$ cat config.mk
export PLATFORM = sky130hd
export DESIGN_NAME = lcd_write_scheduler_flat
export DESIGN_NICKNAME = d
export VERILOG_FILES = /design/src/rtl/lcd_write_scheduler_if.sv /design/src/rtl/lcd_write_scheduler.sv /design/src/flat_wrapper.sv
export SDC_FILE = /design/constraint.sdc
export NUM_CORES = 1
export LEC_CHECK = 0
export ABC_AREA = 1
export CAP_MARGIN = 20
export CORE_MARGIN = 2
export CORE_UTILIZATION = 60
export CTS_BUF_LIST = sky130_fd_sc_hd__clkbuf_4
export CTS_CLUSTER_DIAMETER = 50
export DETAILED_ROUTE_END_ITERATION = 10
export DONT_BUFFER_PORTS = 1
export PLACE_DENSITY = 0.83
export SLEW_MARGIN = 20
export SYNTH_ARGS = -nofsm -noshare
export SYNTH_HDL_FRONTEND = slang
export SYNTH_SLANG_ARGS = --single-unit
export TNS_END_PERCENT = 30
$ cat constraint.sdc
create_clock -name Clock -period 3.2 [get_ports Clock]
set_input_delay 0.64 -clock Clock [delete_from_list [all_inputs] [get_ports Clock]]
set_output_delay 0.64 -clock Clock [all_outputs]
set_load 0.005 [all_outputs]
$ cat src/rtl/lcd_write_scheduler_if.sv
// Requester-side handshake bundle for the two ports of the LCD byte-write scheduler.
interface lcd_write_scheduler_if;
  logic       iReq0;
  logic       iRS0;
  logic [7:0] iData0;
  logic       oGnt0;
  logic       iReq1;
  logic       iRS1;
  logic [7:0] iData1;
  logic       oGnt1;

  // Requester side: raises requests, observes grants.
  modport master (
    output iReq0, iRS0, iData0,
    output iReq1, iRS1, iData1,
    input  oGnt0, oGnt1
  );

  // Scheduler side: samples requests, returns grants.
  modport slave (
    input  iReq0, iRS0, iData0,
    input  iReq1, iRS1, iData1,
    output oGnt0, oGnt1
  );
endinterface

$ cat src/rtl/lcd_write_scheduler.sv
// Round-robin arbiter for two byte requesters feeding a 4-bit character-LCD bus.
// Each granted byte is sent as two timed nibble strobes followed by a settle wait.
module lcd_write_scheduler #(
  parameter int unsigned T_SETUP = 2,
  parameter int unsigned T_EN    = 12,
  parameter int unsigned T_HOLD  = 1,
  parameter int unsigned T_GAP   = 50,
  parameter int unsigned T_BYTE  = 2000,
  parameter int unsigned T_CLEAR = 82000
) (
  input  logic                  Clock,
  input  logic                  Reset,
  lcd_write_scheduler_if.slave  req,
  output logic                  oBusy,
  output logic                  oLCD_Enabled,
  output logic                  oLCD_RegisterSelect,
  output logic                  oLCD_ReadWrite,
  output logic                  oLCD_StrataFlashControl,
  output logic [3:0]            oLCD_Data
);

  localparam int unsigned CNT_W  = 17;
  localparam int unsigned DATA_W = 8;
  localparam int unsigned NIB_W  = 4;

  typedef enum logic [3:0] {
    S_IDLE     = 4'd0,
    S_SETUP_HI = 4'd1,
    S_EN_HI    = 4'd2,
    S_HOLD_HI  = 4'd3,
    S_GAP      = 4'd4,
    S_SETUP_LO = 4'd5,
    S_EN_LO    = 4'd6,
    S_HOLD_LO  = 4'd7,
    S_WAIT     = 4'd8
  } state_t;

  state_t              state_q, state_d;
  logic [CNT_W-1:0]    cnt_q, cnt_d;
  logic                ptr_q, ptr_d;
  logic                rs_q, rs_d;
  logic [DATA_W-1:0]   data_q, data_d;

  logic                any_req;
  logic                win1;
  logic                long_wait;

  logic                busy_d;
  logic                en_d;
  logic                rs_out_d;
  logic [NIB_W-1:0]    data_out_d;

  // Phase that follows s once its counter expires.
  function automatic state_t phase_next(input state_t s);
    case (s)
      S_SETUP_HI: phase_next = S_EN_HI;
      S_EN_HI:    phase_next = S_HOLD_HI;
      S_HOLD_HI:  phase_next = S_GAP;
      S_GAP:      phase_next = S_SETUP_LO;
      S_SETUP_LO: phase_next = S_EN_LO;
      S_EN_LO:    phase_next = S_HOLD_LO;
      S_HOLD_LO:  phase_next = S_WAIT;
      default:    phase_next = S_IDLE;
    endcase
  endfunction

  // Counter load value (length - 1) on entry to phase s.
  function automatic logic [CNT_W-1:0] phase_last(input state_t s, input logic long_w);
    case (s)
      S_SETUP_HI, S_SETUP_LO: phase_last = CNT_W'(T_SETUP - 1);
      S_EN_HI, S_EN_LO:       phase_last = CNT_W'(T_EN - 1);
      S_HOLD_HI, S_HOLD_LO:   phase_last = CNT_W'(T_HOLD - 1);
      S_GAP:                  phase_last = CNT_W'(T_GAP - 1);
      S_WAIT:                 phase_last = long_w ? CNT_W'(T_CLEAR - 1) : CNT_W'(T_BYTE - 1);
      default:                phase_last = '0;
    endcase
  endfunction

  // Round-robin decision: port 1 wins when alone or when the pointer favours it.
  assign any_req = req.iReq0 | req.iReq1;
  assign win1    = req.iReq1 & (~req.iReq0 | ptr_q);

  // Clear (0x01) and home (0x02/0x03) commands need the long settle; 0x00 rides along.
  assign long_wait = ~rs_q & (data_q[7:2] == 6'b000000);

  // State, phase counter, pointer and captured byte.
  always_ff @(posedge Clock or negedge Reset) begin
    if (!Reset) begin
      state_q <= S_IDLE;
      cnt_q   <= '0;
      ptr_q   <= 1'b0;
      rs_q    <= 1'b0;
      data_q  <= '0;
    end else begin
      state_q <= state_d;
      cnt_q   <= cnt_d;
      ptr_q   <= ptr_d;
      rs_q    <= rs_d;
      data_q  <= data_d;
    end
  end

  // Next state: grant and capture in IDLE, otherwise count down through the phases.
  always_comb begin
    state_d = state_q;
    cnt_d   = cnt_q;
    ptr_d   = ptr_q;
    rs_d    = rs_q;
    data_d  = data_q;
    case (state_q)
      S_IDLE: begin
        cnt_d = '0;
        if (any_req) begin
          ptr_d   = ~win1;
          rs_d    = win1 ? req.iRS1 : req.iRS0;
          data_d  = win1 ? req.iData1 : req.iData0;
          state_d = S_SETUP_HI;
          cnt_d   = phase_last(S_SETUP_HI, 1'b0);
        end
      end
      default: begin
        if (cnt_q != '0) begin
          cnt_d = cnt_q - CNT_W'(1);
        end else begin
          state_d = phase_next(state_q);
          cnt_d   = phase_last(phase_next(state_q), long_wait);
        end
      end
    endcase
  end

  // Outputs: grants decode the live IDLE cycle; bus pins are precomputed for the next state.
  always_comb begin
    req.oGnt0  = 1'b0;
    req.oGnt1  = 1'b0;
    busy_d     = 1'b0;
    en_d       = 1'b0;
    rs_out_d   = 1'b0;
    data_out_d = '0;
    if ((state_q == S_IDLE) && Reset && any_req) begin
      req.oGnt1 = win1;
      req.oGnt0 = ~win1;
    end
    busy_d = (state_d != S_IDLE);
    en_d   = (state_d == S_EN_HI) || (state_d == S_EN_LO);
    if (busy_d) begin
      rs_out_d = rs_d;
    end
    case (state_d)
      S_SETUP_HI, S_EN_HI, S_HOLD_HI, S_GAP:     data_out_d = data_d[7:4];
      S_SETUP_LO, S_EN_LO, S_HOLD_LO, S_WAIT:    data_out_d = data_d[3:0];
      default:                                   data_out_d = '0;
    endcase
  end

  // Registered LCD pins and busy flag; reset drops the strobe without waiting for a clock.
  always_ff @(posedge Clock or negedge Reset) begin
    if (!Reset) begin
      oBusy               <= 1'b0;
      oLCD_Enabled        <= 1'b0;
      oLCD_RegisterSelect <= 1'b0;
      oLCD_Data           <= '0;
    end else begin
      oBusy               <= busy_d;
      oLCD_Enabled        <= en_d;
      oLCD_RegisterSelect <= rs_out_d;
      oLCD_Data           <= data_out_d;
    end
  end

  // Write-only bus with the shared flash device kept disabled.
  assign oLCD_ReadWrite          = 1'b0;
  assign oLCD_StrataFlashControl = 1'b1;

endmodule

$ cat src/flat_wrapper.sv
// flat-port wrapper written by rule: the top's interface ports become plain ports
module lcd_write_scheduler_flat 
#(
  parameter int unsigned T_SETUP = 2,
  parameter int unsigned T_EN    = 12,
  parameter int unsigned T_HOLD  = 1,
  parameter int unsigned T_GAP   = 50,
  parameter int unsigned T_BYTE  = 2000,
  parameter int unsigned T_CLEAR = 82000
)
  (Clock, Reset, oBusy, oLCD_Enabled, oLCD_RegisterSelect, oLCD_ReadWrite, oLCD_StrataFlashControl, oLCD_Data, req_iReq0, req_iRS0, req_iData0, req_iReq1, req_iRS1, req_iData1, req_oGnt0, req_oGnt1);
  lcd_write_scheduler_if req_i ();
  input  logic Clock;
  input  logic Reset;
  output logic oBusy;
  output logic oLCD_Enabled;
  output logic oLCD_RegisterSelect;
  output logic oLCD_ReadWrite;
  output logic oLCD_StrataFlashControl;
  output logic [3:0] oLCD_Data;
  input wire logic [$bits(req_i.iReq0)-1:0] req_iReq0;
  input wire logic [$bits(req_i.iRS0)-1:0] req_iRS0;
  input wire logic [$bits(req_i.iData0)-1:0] req_iData0;
  input wire logic [$bits(req_i.iReq1)-1:0] req_iReq1;
  input wire logic [$bits(req_i.iRS1)-1:0] req_iRS1;
  input wire logic [$bits(req_i.iData1)-1:0] req_iData1;
  output wire logic [$bits(req_i.oGnt0)-1:0] req_oGnt0;
  output wire logic [$bits(req_i.oGnt1)-1:0] req_oGnt1;
  assign req_i.iReq0 = req_iReq0;
  assign req_i.iRS0 = req_iRS0;
  assign req_i.iData0 = req_iData0;
  assign req_i.iReq1 = req_iReq1;
  assign req_i.iRS1 = req_iRS1;
  assign req_i.iData1 = req_iData1;
  assign req_oGnt0 = req_i.oGnt0;
  assign req_oGnt1 = req_i.oGnt1;
  lcd_write_scheduler #(.T_SETUP(T_SETUP), .T_EN(T_EN), .T_HOLD(T_HOLD), .T_GAP(T_GAP), .T_BYTE(T_BYTE), .T_CLEAR(T_CLEAR)) u_core (.Clock(Clock), .Reset(Reset), .req(req_i), .oBusy(oBusy), .oLCD_Enabled(oLCD_Enabled), .oLCD_RegisterSelect(oLCD_RegisterSelect), .oLCD_ReadWrite(oLCD_ReadWrite), .oLCD_StrataFlashControl(oLCD_StrataFlashControl), .oLCD_Data(oLCD_Data));
endmodule
==> flow_summary.yaml, run 1 <==
layout:
  mostFrequentLayoutCell: "nand2_1"
  diodes: 0
  drive_above_1_share: 0.175
  layout.cells.non_filler: 309
  mostFrequentLayoutCells: "40 x nand2_1, 38 x dfrtp_1, 31 x inv_1, 26 x nor2_1, 26 x o21ai_0"
  syn2layout_area_growth_pct: 4.06
  fin_nets: 288
logic_synthesis:
  syn_area_per_cell_um2: 8.41
  synth_cell_type_count: 38
  ys_seq_area_frac: 0.435
  syn_area_um2: 2190
  synth_warnings: 0
  ys_seq_elements: 38
  netlist_instances: 260
  synth_nets: 284
power:
  sw_frac_of_total: 0.239
  power_leakage_uw: 0.00117
  max-vdd-ir-drop_v: 0.000273
  comb_power_share: 0.058
  seqPwrFrac: 0.654
  p_switching_uw: 184
  power_density_nw_per_um2: 339
  p_clk_frac: 0.288
  internal-power_uw: 587
timing:
  slew_viol_final: 0
  finalCriticalPeriod_ns: 2.49
  rsz0062_at_grt: "false"
  skew_ns: 0.00645
  fmax_mhz: 401
  setup-tns-final_ns: 0
  period_share: 0.779
  report.final.setup_viol: 0
  whs_ns: 0.112
  hold_viol: 0
status:
  outcome: "completed"
floorplan:
  die_y_um: 64.4
  rows: 21
  io-pin-count: 33
  initial_core_util: 0.640
  die_w_um: 64.4
  dieArea_um2: 4140
  coreArea_um2: 3420
place:
  dp_cells: 302
  port-buffer-count: 0
  dp_hpwl_mm: 3.18
  gp_congestion: 0.832
worst_hold_path:
  hp-class: "primary input to asynchronous set/reset pin"
global_routing:
  grtUsageTotal: 0.248
  grt_pass1_wl_mm: 7.89
  overflow: 0
  grt_max_degree: 39
  antenna_found_initial: 0
  grt_pass1_vias: 1725
worst_setup_path:
  rrSetupSlack_ns: 1.21
  crit_slowest_cell: "dfrtp_1"
  end_kind: "primary output"
  worstSetupPathType: "flop to primary output"
  cp_max_fo: 17
  critical_path_depth: 5
  crit_chain: "nor2_4 > nand3_4 > nor2_4 > inv_1 > nor3_1"
  r2r_cells: 15
  max_stage_delay_ns: 0.46
  critPathLaunchType: "flop"
  crit_buf_inv: 1
  cp_common_cell: "nor2_4"
  cp_top_family: "simple AND/OR/NAND/NOR gates"
  worstPathRequired_ns: 2.56
  arrival_ns: 1.85
drt:
  wl_mm: 4.37
  avgViaCountPerCell: 5.53
  drtIter0Drc: 111
  wl_per_cell_um: 14.2
  dr.pass1.iters: 4
  drc: 0
  vias: 1709
  drtAntennaViolNets: 0
clock_network:
  cts_made_buffers: 5
  cts_max_level: 2
  clock_path_buffers: 2
  clk_latency_ns: 0.34
  cts.clk_slew.worst_paths_ns: 0.10
  cts.sinks: 38
  cts_root_buf: "clkbuf_4"
  post-cts-setup-buffers: 0
  cts_tree: "yes"
job:
  maxCapViolations: 0
synthesized netlist by cell type:
cell type,n,area [um^2]
nor3b_1,1,7.51
nand3b_2,1,11.3
conb_1,2,7.51
nand2_4,4,45.0
buf_4,2,15.0
or2_2,1,6.26
a31oi_1,1,6.26
clkinv_2,1,5.00
nand2_2,9,56.3
nor2_8,1,20.0
xnor2_1,3,26.3
nor3_1,4,20.0
nor2_2,7,43.8
nand3_4,1,17.5
a221oi_1,1,8.76
nand2_1,40,150
o22ai_1,4,25.0
nand2_8,1,20.0
ha_1,2,25.0
o21a_1,2,15.0
nand3_2,4,40.0
dfrtp_1,38,951
nor4_1,2,12.5
a21oi_1,3,15.0
o211ai_1,1,7.51
nor2_1,26,97.6
o22ai_2,1,12.5
nor2_4,6,67.6
nand4_1,3,18.8
o21ai_0,26,130
inv_2,3,11.3
buf_6,1,11.3
nand3_1,17,85.1
or2_1,1,6.26
inv_1,31,116
xor2_1,7,61.3
and3_1,1,6.26
clkbuf_1,1,3.75
worst register-to-register path: stages, from the launching register on:
cell and delay (ns):
dfrtp_1 0.39, inv_1 0.16, ha_1 0.20, inv_1 0.04, nor2_1 0.07, nand2_1 0.08, nor2_4 0.15, nand2_4 0.14
nand2_8 0.12, nand2_4 0.07, nand2_4 0.09, inv_2 0.05, nand2_1 0.07, nand2_2 0.09, nand3_1 0.10, nand2_1 0.06
kinds of logic after synthesis:
logic type               count (synthesis)  synth area share
AND/OR/NAND/NOR                        130             0.335
AO/OA/AOI/OAI                           39             0.101
buffers and inverters                   39            0.0744
flip-flops                              38             0.435
XOR/XNOR                                10            0.0401
adder cells (fa/ha/maj)                  2            0.0114
other                                    2           0.00344
per-layer routing:
layer  vias to the layer above  track usage  share of wire
li1                        846            -              -
met1                       791        0.326           0.43
met2                        64        0.409           0.49
met3                         8       0.0528          0.066
met4                         0       0.0798          0.018
met5                         -            0              0
power groups by stage:
stage | Sequential, uW | Combinational, uW | Clock [uW]
finish | 504 | 44.8 | 222
global route | 506 | 53.0 | 246
CTS | 504 | 45.2 | 225
detailed placement | 514 | 32.8 | 0
global placement | 514 | 32.6 | 0
floorplan | 512 | 29.2 | 0
path summary, 6_finish.rpt:
path / startpoint / end
worst min register to register: u_core.data_q[1]$_DFF_PN0_ / u_core.data_q[1]$_DFF_PN0_
max in group asynchronous: Reset / u_core.oLCD_Data[2]$_DFF_PN0_
worst min-delay path: Reset / u_core.cnt_q[9]$_DFF_PN0_
worst max-delay path: u_core.state_q[3]$_DFF_PN0_ / req_oGnt1
worst max register to register: u_core.cnt_q[0]$_DFF_PN0_ / u_core.oLCD_Data[2]$_DFF_PN0_
min in group Clock: req_iData1[4] / u_core.data_q[4]$_DFF_PN0_
layout make-up:
type / count / area [um^2]
inverters: 35 / 133
multi-input cells: 183 / 1070
clock inverters: 1 / 3.75
well taps: 46 / 57.6
repair buffers: 1 / 20.0
clock buffers: 5 / 37.5
fillers: 303 / 1140
flip-flops and latches: 38 / 951
timing repair:
action | CTS | global route
resized for setup | 0 | 0
hold buffers | 1 | 0
hold endpoints to repair | 38 | 0
sequential cells by signal, indices dropped and copies added, names as in the netlist:
signal / cells
u_core.cnt_q: 17
u_core.data_q: 8
u_core.oLCD_Data: 4
u_core.state_q: 4
u_core.oBusy: 1
u_core.oLCD_Enabled: 1
u_core.oLCD_RegisterSelect: 1
u_core.ptr_q: 1
u_core.rs_q: 1
metrics by stage:
step                setup slack, ns   util  instance area, um^2  power (uW)
floorplan                      1.33      -                 2190         541
global placement               1.11  0.648                 2210         546
detailed placement             1.10  0.648                 2210         546
CTS                           0.713  0.666                 2270         774
global route                  0.482  0.666                 2270         806
finish                        0.707  0.666                 2270         771
Note: power is estimated with default switching activity, not from simulation.
==> run 2: changes to the inputs <==
clock period = 2.4 ns   (was 3.2 ns; I/O delays follow)
==> flow_summary.yaml, run 2 (synthesized netlist as in run 1, its figures left out) <==
worst_setup_path:
  cp_common_cell: "nor2_4"
  r2r-start: "u_core.cnt_q[0]$_DFF_PN0_"
  max_stage_delay_ns: 0.47
  critPathLaunchType: "flop"
  crit_buf_inv: 1
  cp_max_fo: 16
  crit_chain: "nor2_4 > nand3_4 > nor2_4 > buf_4 > nand2_1 > nor2_1"
  cp_top_family: "simple AND/OR/NAND/NOR gates"
  crit_slowest_cell: "dfrtp_1"
  worstSetupPathType: "flop to primary output"
  worstPathRequired_ns: 1.92
  arrival_ns: 1.67
  end_kind: "primary output"
  crit_start: "u_core.state_q[3]$_DFF_PN0_"
layout:
  fillCellCount: 293
  final_core_utilization: 0.675
  largest_registers: "u_core.cnt_q (17), u_core.data_q (8)"
  mostFrequentLayoutCells: "40 x nand2_1, 38 x dfrtp_1, 31 x inv_1, 26 x nor2_1, 26 x o21ai_0"
  regMostFlops: "u_core.cnt_q"
  final_cell_area_um2: 2300
  mostFrequentLayoutCell: "nand2_1"
  largest_register_ffs: 17
  diodes: 0
  drive_above_1_share: 0.184
  syn2layout_area_growth_pct: 5.44
  fin_nets: 290
place:
  port-buffer-count: 0
  gp_congestion: 0.831
  place_area_um2: 2220
  place_ws_ns: 0.503
  dp_hpwl_mm: 3.17
clock_network:
  cts.sinks: 38
  cts_tree: "yes"
  clock_path_buffers: 2
  cts_root_buf: "clkbuf_4"
  cts_max_level: 2
  cts.clk_slew.worst_paths_ns: 0.10
  cts_made_buffers: 5
  clk_latency_ns: 0.37
global_routing:
  grt_max_degree: 39
  overflow: 0
  grt.busiest_layer: "met2"
  use_met2: 0.363
  grtUsageTotal: 0.237
  grt_pass1_vias: 1625
  grt_pass1_wl_mm: 7.43
  antenna_found_initial: 0
  use_met3: 0.0440
  grt_use_met1: 0.321
floorplan:
  coreArea_um2: 3420
  rows: 21
  initial_core_util: 0.640
  die_y_um: 64.4
  dieArea_um2: 4140
  die_w_um: 64.4
  io-pin-count: 33
drt:
  dr.pass1.iters: 4
  wl_per_cell_um: 13.8
  wl_mm: 4.32
  drtIter0Drc: 89
  drc: 0
  drtAntennaViolNets: 0
  vias: 1684
  avgViaCountPerCell: 5.38
power:
  power_leakage_uw: 0.00119
  power_density_nw_per_um2: 467
  max-vdd-ir-drop_v: 0.000286
timing:
  skew_ns: 0.0156
  fin_ws_ns: 0.254
  fmax_mhz: 466
  rsz0062_at_grt: "false"
  report.final.setup_viol: 0
  whs_ns: 0.336
  hold_viol: 0
  slew_viol_final: 0
  period_share: 0.894
  setup-tns-final_ns: 0
  finalCriticalPeriod_ns: 2.15
worst_hold_path:
  hold_path_startpoint: "req_iData1[4]"
  hp-class: "primary input to flop"
job:
  maxCapViolations: 0
status:
  outcome: "completed"
## run 2: cell type report
| type | instances | area (um^2) | share of cell area |
|---|---|---|---|
| multi-input cells | 183 | 1070 | 0.465 |
| flip-flops and latches | 38 | 951 | 0.413 |
| inverters | 35 | 133 | 0.0575 |
| well taps | 46 | 57.6 | 0.0250 |
| clock buffers | 6 | 45.0 | 0.0195 |
| repair buffers | 3 | 37.5 | 0.0163 |
| clock inverters | 2 | 8.76 | 0.00380 |
## run 2: what timing repair did
item                      CTS  global route
hold endpoints to repair   38             0
buffers inserted            0             0
gates resized for setup     0             0
hold buffers                2             0
## run 2: final timing paths
path | cells after the start | slack (ns) | end
min reg2reg | 2 | 0.52 | u_core.data_q[1]$_DFF_PN0_
min in group asynchronous | 2 | 0.56 | u_core.cnt_q[8]$_DFF_PN0_
max in group asynchronous | 2 | 1.64 | u_core.data_q[6]$_DFF_PN0_
min | 2 | 0.34 | u_core.data_q[4]$_DFF_PN0_
max reg2reg | 15 | 0.51 | u_core.oLCD_Data[3]$_DFF_PN0_
max | 6 | 0.25 | req_oGnt0
## run 2: power by group
group          leakage, uW  total, uW  switching [uW]  internal (uW)
sequential        0.000464        673            10.8            663
clock            0.0000331        340             219            121
combinational     0.000690       61.7            40.5           21.1
## run 2: metrics by stage
stage,power (uW),cells
global placement,730,303
CTS,1080,313
floorplan,721,260
detailed placement,731,303
global route,1120,313
finish,1080,313
## run 2: worst register-to-register path: cells and delay by family (launching register included)
kind          cells  cell delay (ns)
simple gates     11             0.98
flops             1             0.39
buf+inv           3             0.24
fa+ha+maj         1             0.19
## run 2: routing by layer
layer	part of all wire	wire [um]
met1	0.46	1990
met2	0.46	2000
met3	0.052	226
met4	0.025	108
met5	0	0
==> run 3: changes to the inputs <==
CORE_MARGIN = not set   (was 2)
==> flow_summary.yaml, run 3 (synthesized netlist as in run 1, its figures left out) <==
status:
  outcome: "completed"
clock_network:
  cts_resized: 0
  cts.sinks: 38
  clk_latency_ns: 0.34
  clock_path_buffers: 2
  cts_root_buf: "clkbuf_4"
  cts_max_level: 2
  cts_made_buffers: 5
  cts.clk_slew.worst_paths_ns: 0.11
  cts_tree: "yes"
worst_setup_path:
  crit_slowest_cell: "dfrtp_1"
  crit_chain: "nor2_4 > nand3_4 > nor2_4 > buf_4 > nand2_1 > nor2_1"
  worstPathRequired_ns: 1.92
  worstSetupPathType: "flop to primary output"
  cp_max_fo: 16
  r2r_cells: 15
  reg2reg_to: "u_core.oLCD_Data[3]$_DFF_PN0_"
  rrSetupSlack_ns: 0.45
  arrival_ns: 1.66
  r2r-start: "u_core.cnt_q[0]$_DFF_PN0_"
  critPathLaunchType: "flop"
  cp_common_cell: "nor2_4"
  max_stage_delay_ns: 0.47
  end_kind: "primary output"
worst_hold_path:
  hold_depth: 2
  holdPathEnd: "u_core.data_q[4]$_DFF_PN0_"
  hp-class: "primary input to flop"
  hold_path_startpoint: "req_iData1[4]"
timing:
  fin_ws_ns: 0.257
  period_share: 0.893
  hold_viol: 0
  fmax_mhz: 467
  report.final.setup_viol: 0
  setup-tns-final_ns: 0
  rsz0062_at_grt: "false"
  skew_ns: 0.00687
  finalCriticalPeriod_ns: 2.14
  slew_viol_final: 0
drt:
  drtAntennaViolNets: 0
  drtIter0Drc: 56
  drc: 0
  wl_mm: 4.34
  vias: 1687
  avgViaCountPerCell: 5.41
  dr.pass1.iters: 4
  wl_per_cell_um: 13.9
layout:
  fin_nets: 290
  diodes: 0
  regMostFlops: "u_core.cnt_q"
  mostFrequentLayoutCell: "nand2_1"
  largest_register_ffs: 17
  largest_registers: "u_core.cnt_q (17), u_core.data_q (8)"
  mostFrequentLayoutCells: "40 x nand2_1, 38 x dfrtp_1, 31 x inv_1, 26 x nor2_1, 26 x o21ai_0"
  syn2layout_area_growth_pct: 5.38
  final_core_utilization: 0.674
  drive_above_1_share: 0.184
power:
  p_clk_frac: 0.310
  p_switching_uw: 261
  seqPwrFrac: 0.632
  power_leakage_uw: 0.00118
  power_density_nw_per_um2: 462
  comb_power_share: 0.058
  max-vdd-ir-drop_v: 0.000429
  internal-power_uw: 804
  sw_frac_of_total: 0.245
floorplan:
  dieArea_um2: 3890
  initial_core_util: 0.640
  io-pin-count: 33
  rows: 21
  die_w_um: 62.4
  die_y_um: 62.4
  coreArea_um2: 3420
global_routing:
  antenna_found_initial: 0
  grt_pass1_vias: 1717
  grt_pass1_wl_mm: 7.60
  overflow: 0
  grtUsageTotal: 0.254
  grt_max_degree: 39
place:
  port-buffer-count: 0
  gp_congestion: 0.909
  dp_hpwl_mm: 3.14
  place_ws_ns: 0.478
job:
  maxCapViolations: 0
==> run 3: worst max-delay path, delay by kind of cell (launching register included) <==
family        cells  cell delay [ns]
buf+inv           1             0.19
flops             1             0.47
simple gates      5             0.65
==> run 3: worst max path at each step <==
| stage | slack (ns) | cells after the start | endpoint | from |
|---|---|---|---|---|
| detailed placement | 0.48 | 15 | u_core.oLCD_Data[1]$_DFF_PN0_ | u_core.cnt_q[0]$_DFF_PN0_ |
| finish | 0.26 | 6 | req_oGnt0 | u_core.state_q[3]$_DFF_PN0_ |
| CTS | 0.25 | 6 | req_oGnt0 | u_core.state_q[3]$_DFF_PN0_ |
| floorplan | 0.74 | 15 | u_core.oLCD_Data[1]$_DFF_PN0_ | u_core.cnt_q[0]$_DFF_PN0_ |
| global placement | 0.57 | 15 | u_core.oLCD_Data[3]$_DFF_PN0_ | u_core.cnt_q[0]$_DFF_PN0_ |
| global route | 0.15 | 6 | req_oGnt0 | u_core.state_q[3]$_DFF_PN0_ |
==> run 3: per-layer routing <==
metal	wire length, um	GRT usage	vias up
li1	-	-	846
met1	2070	0.335	788
met2	2030	0.404	48
met3	190	0.0515	5
met4	57	0.113	0
met5	0	0	-
==> run 3: repair_timing <==
item / in CTS / in global routing
setup buffers: 0 / 0
hold buffers: 2 / 0
hold endpoints to repair: 38 / 0
==> run 3: per-stage QoR <==
step	total power, uW	instance area, um^2	std cells	hold slack (ns)
after floorplan	721	2190	260	0.184
after global placement	729	2220	303	0.185
after detailed placement	730	2220	303	0.186
after CTS	1070	2300	312	0.341
after global routing	1110	2300	312	0.340
final	1060	2300	312	0.346
==> run 3: power groups by stage <==
stage / clock [uW] / combinational (uW) / sequential [uW]
global route: 358 / 71.8 / 676
detailed placement: 0 / 44.3 / 686
global placement: 0 / 44.0 / 685
CTS: 336 / 62.7 / 674
floorplan: 0 / 39.0 / 682
finish: 330 / 61.5 / 673
==> run 3: area by class of cell <==
class | count | area (um^2)
inverters | 35 | 133
well taps | 46 | 57.6
clock buffers | 6 | 45.0
fillers | 288 | 1110
repair buffers | 3 | 37.5
clock inverters | 1 | 7.51
multi-input cells | 183 | 1070
flip-flops and latches | 38 | 951
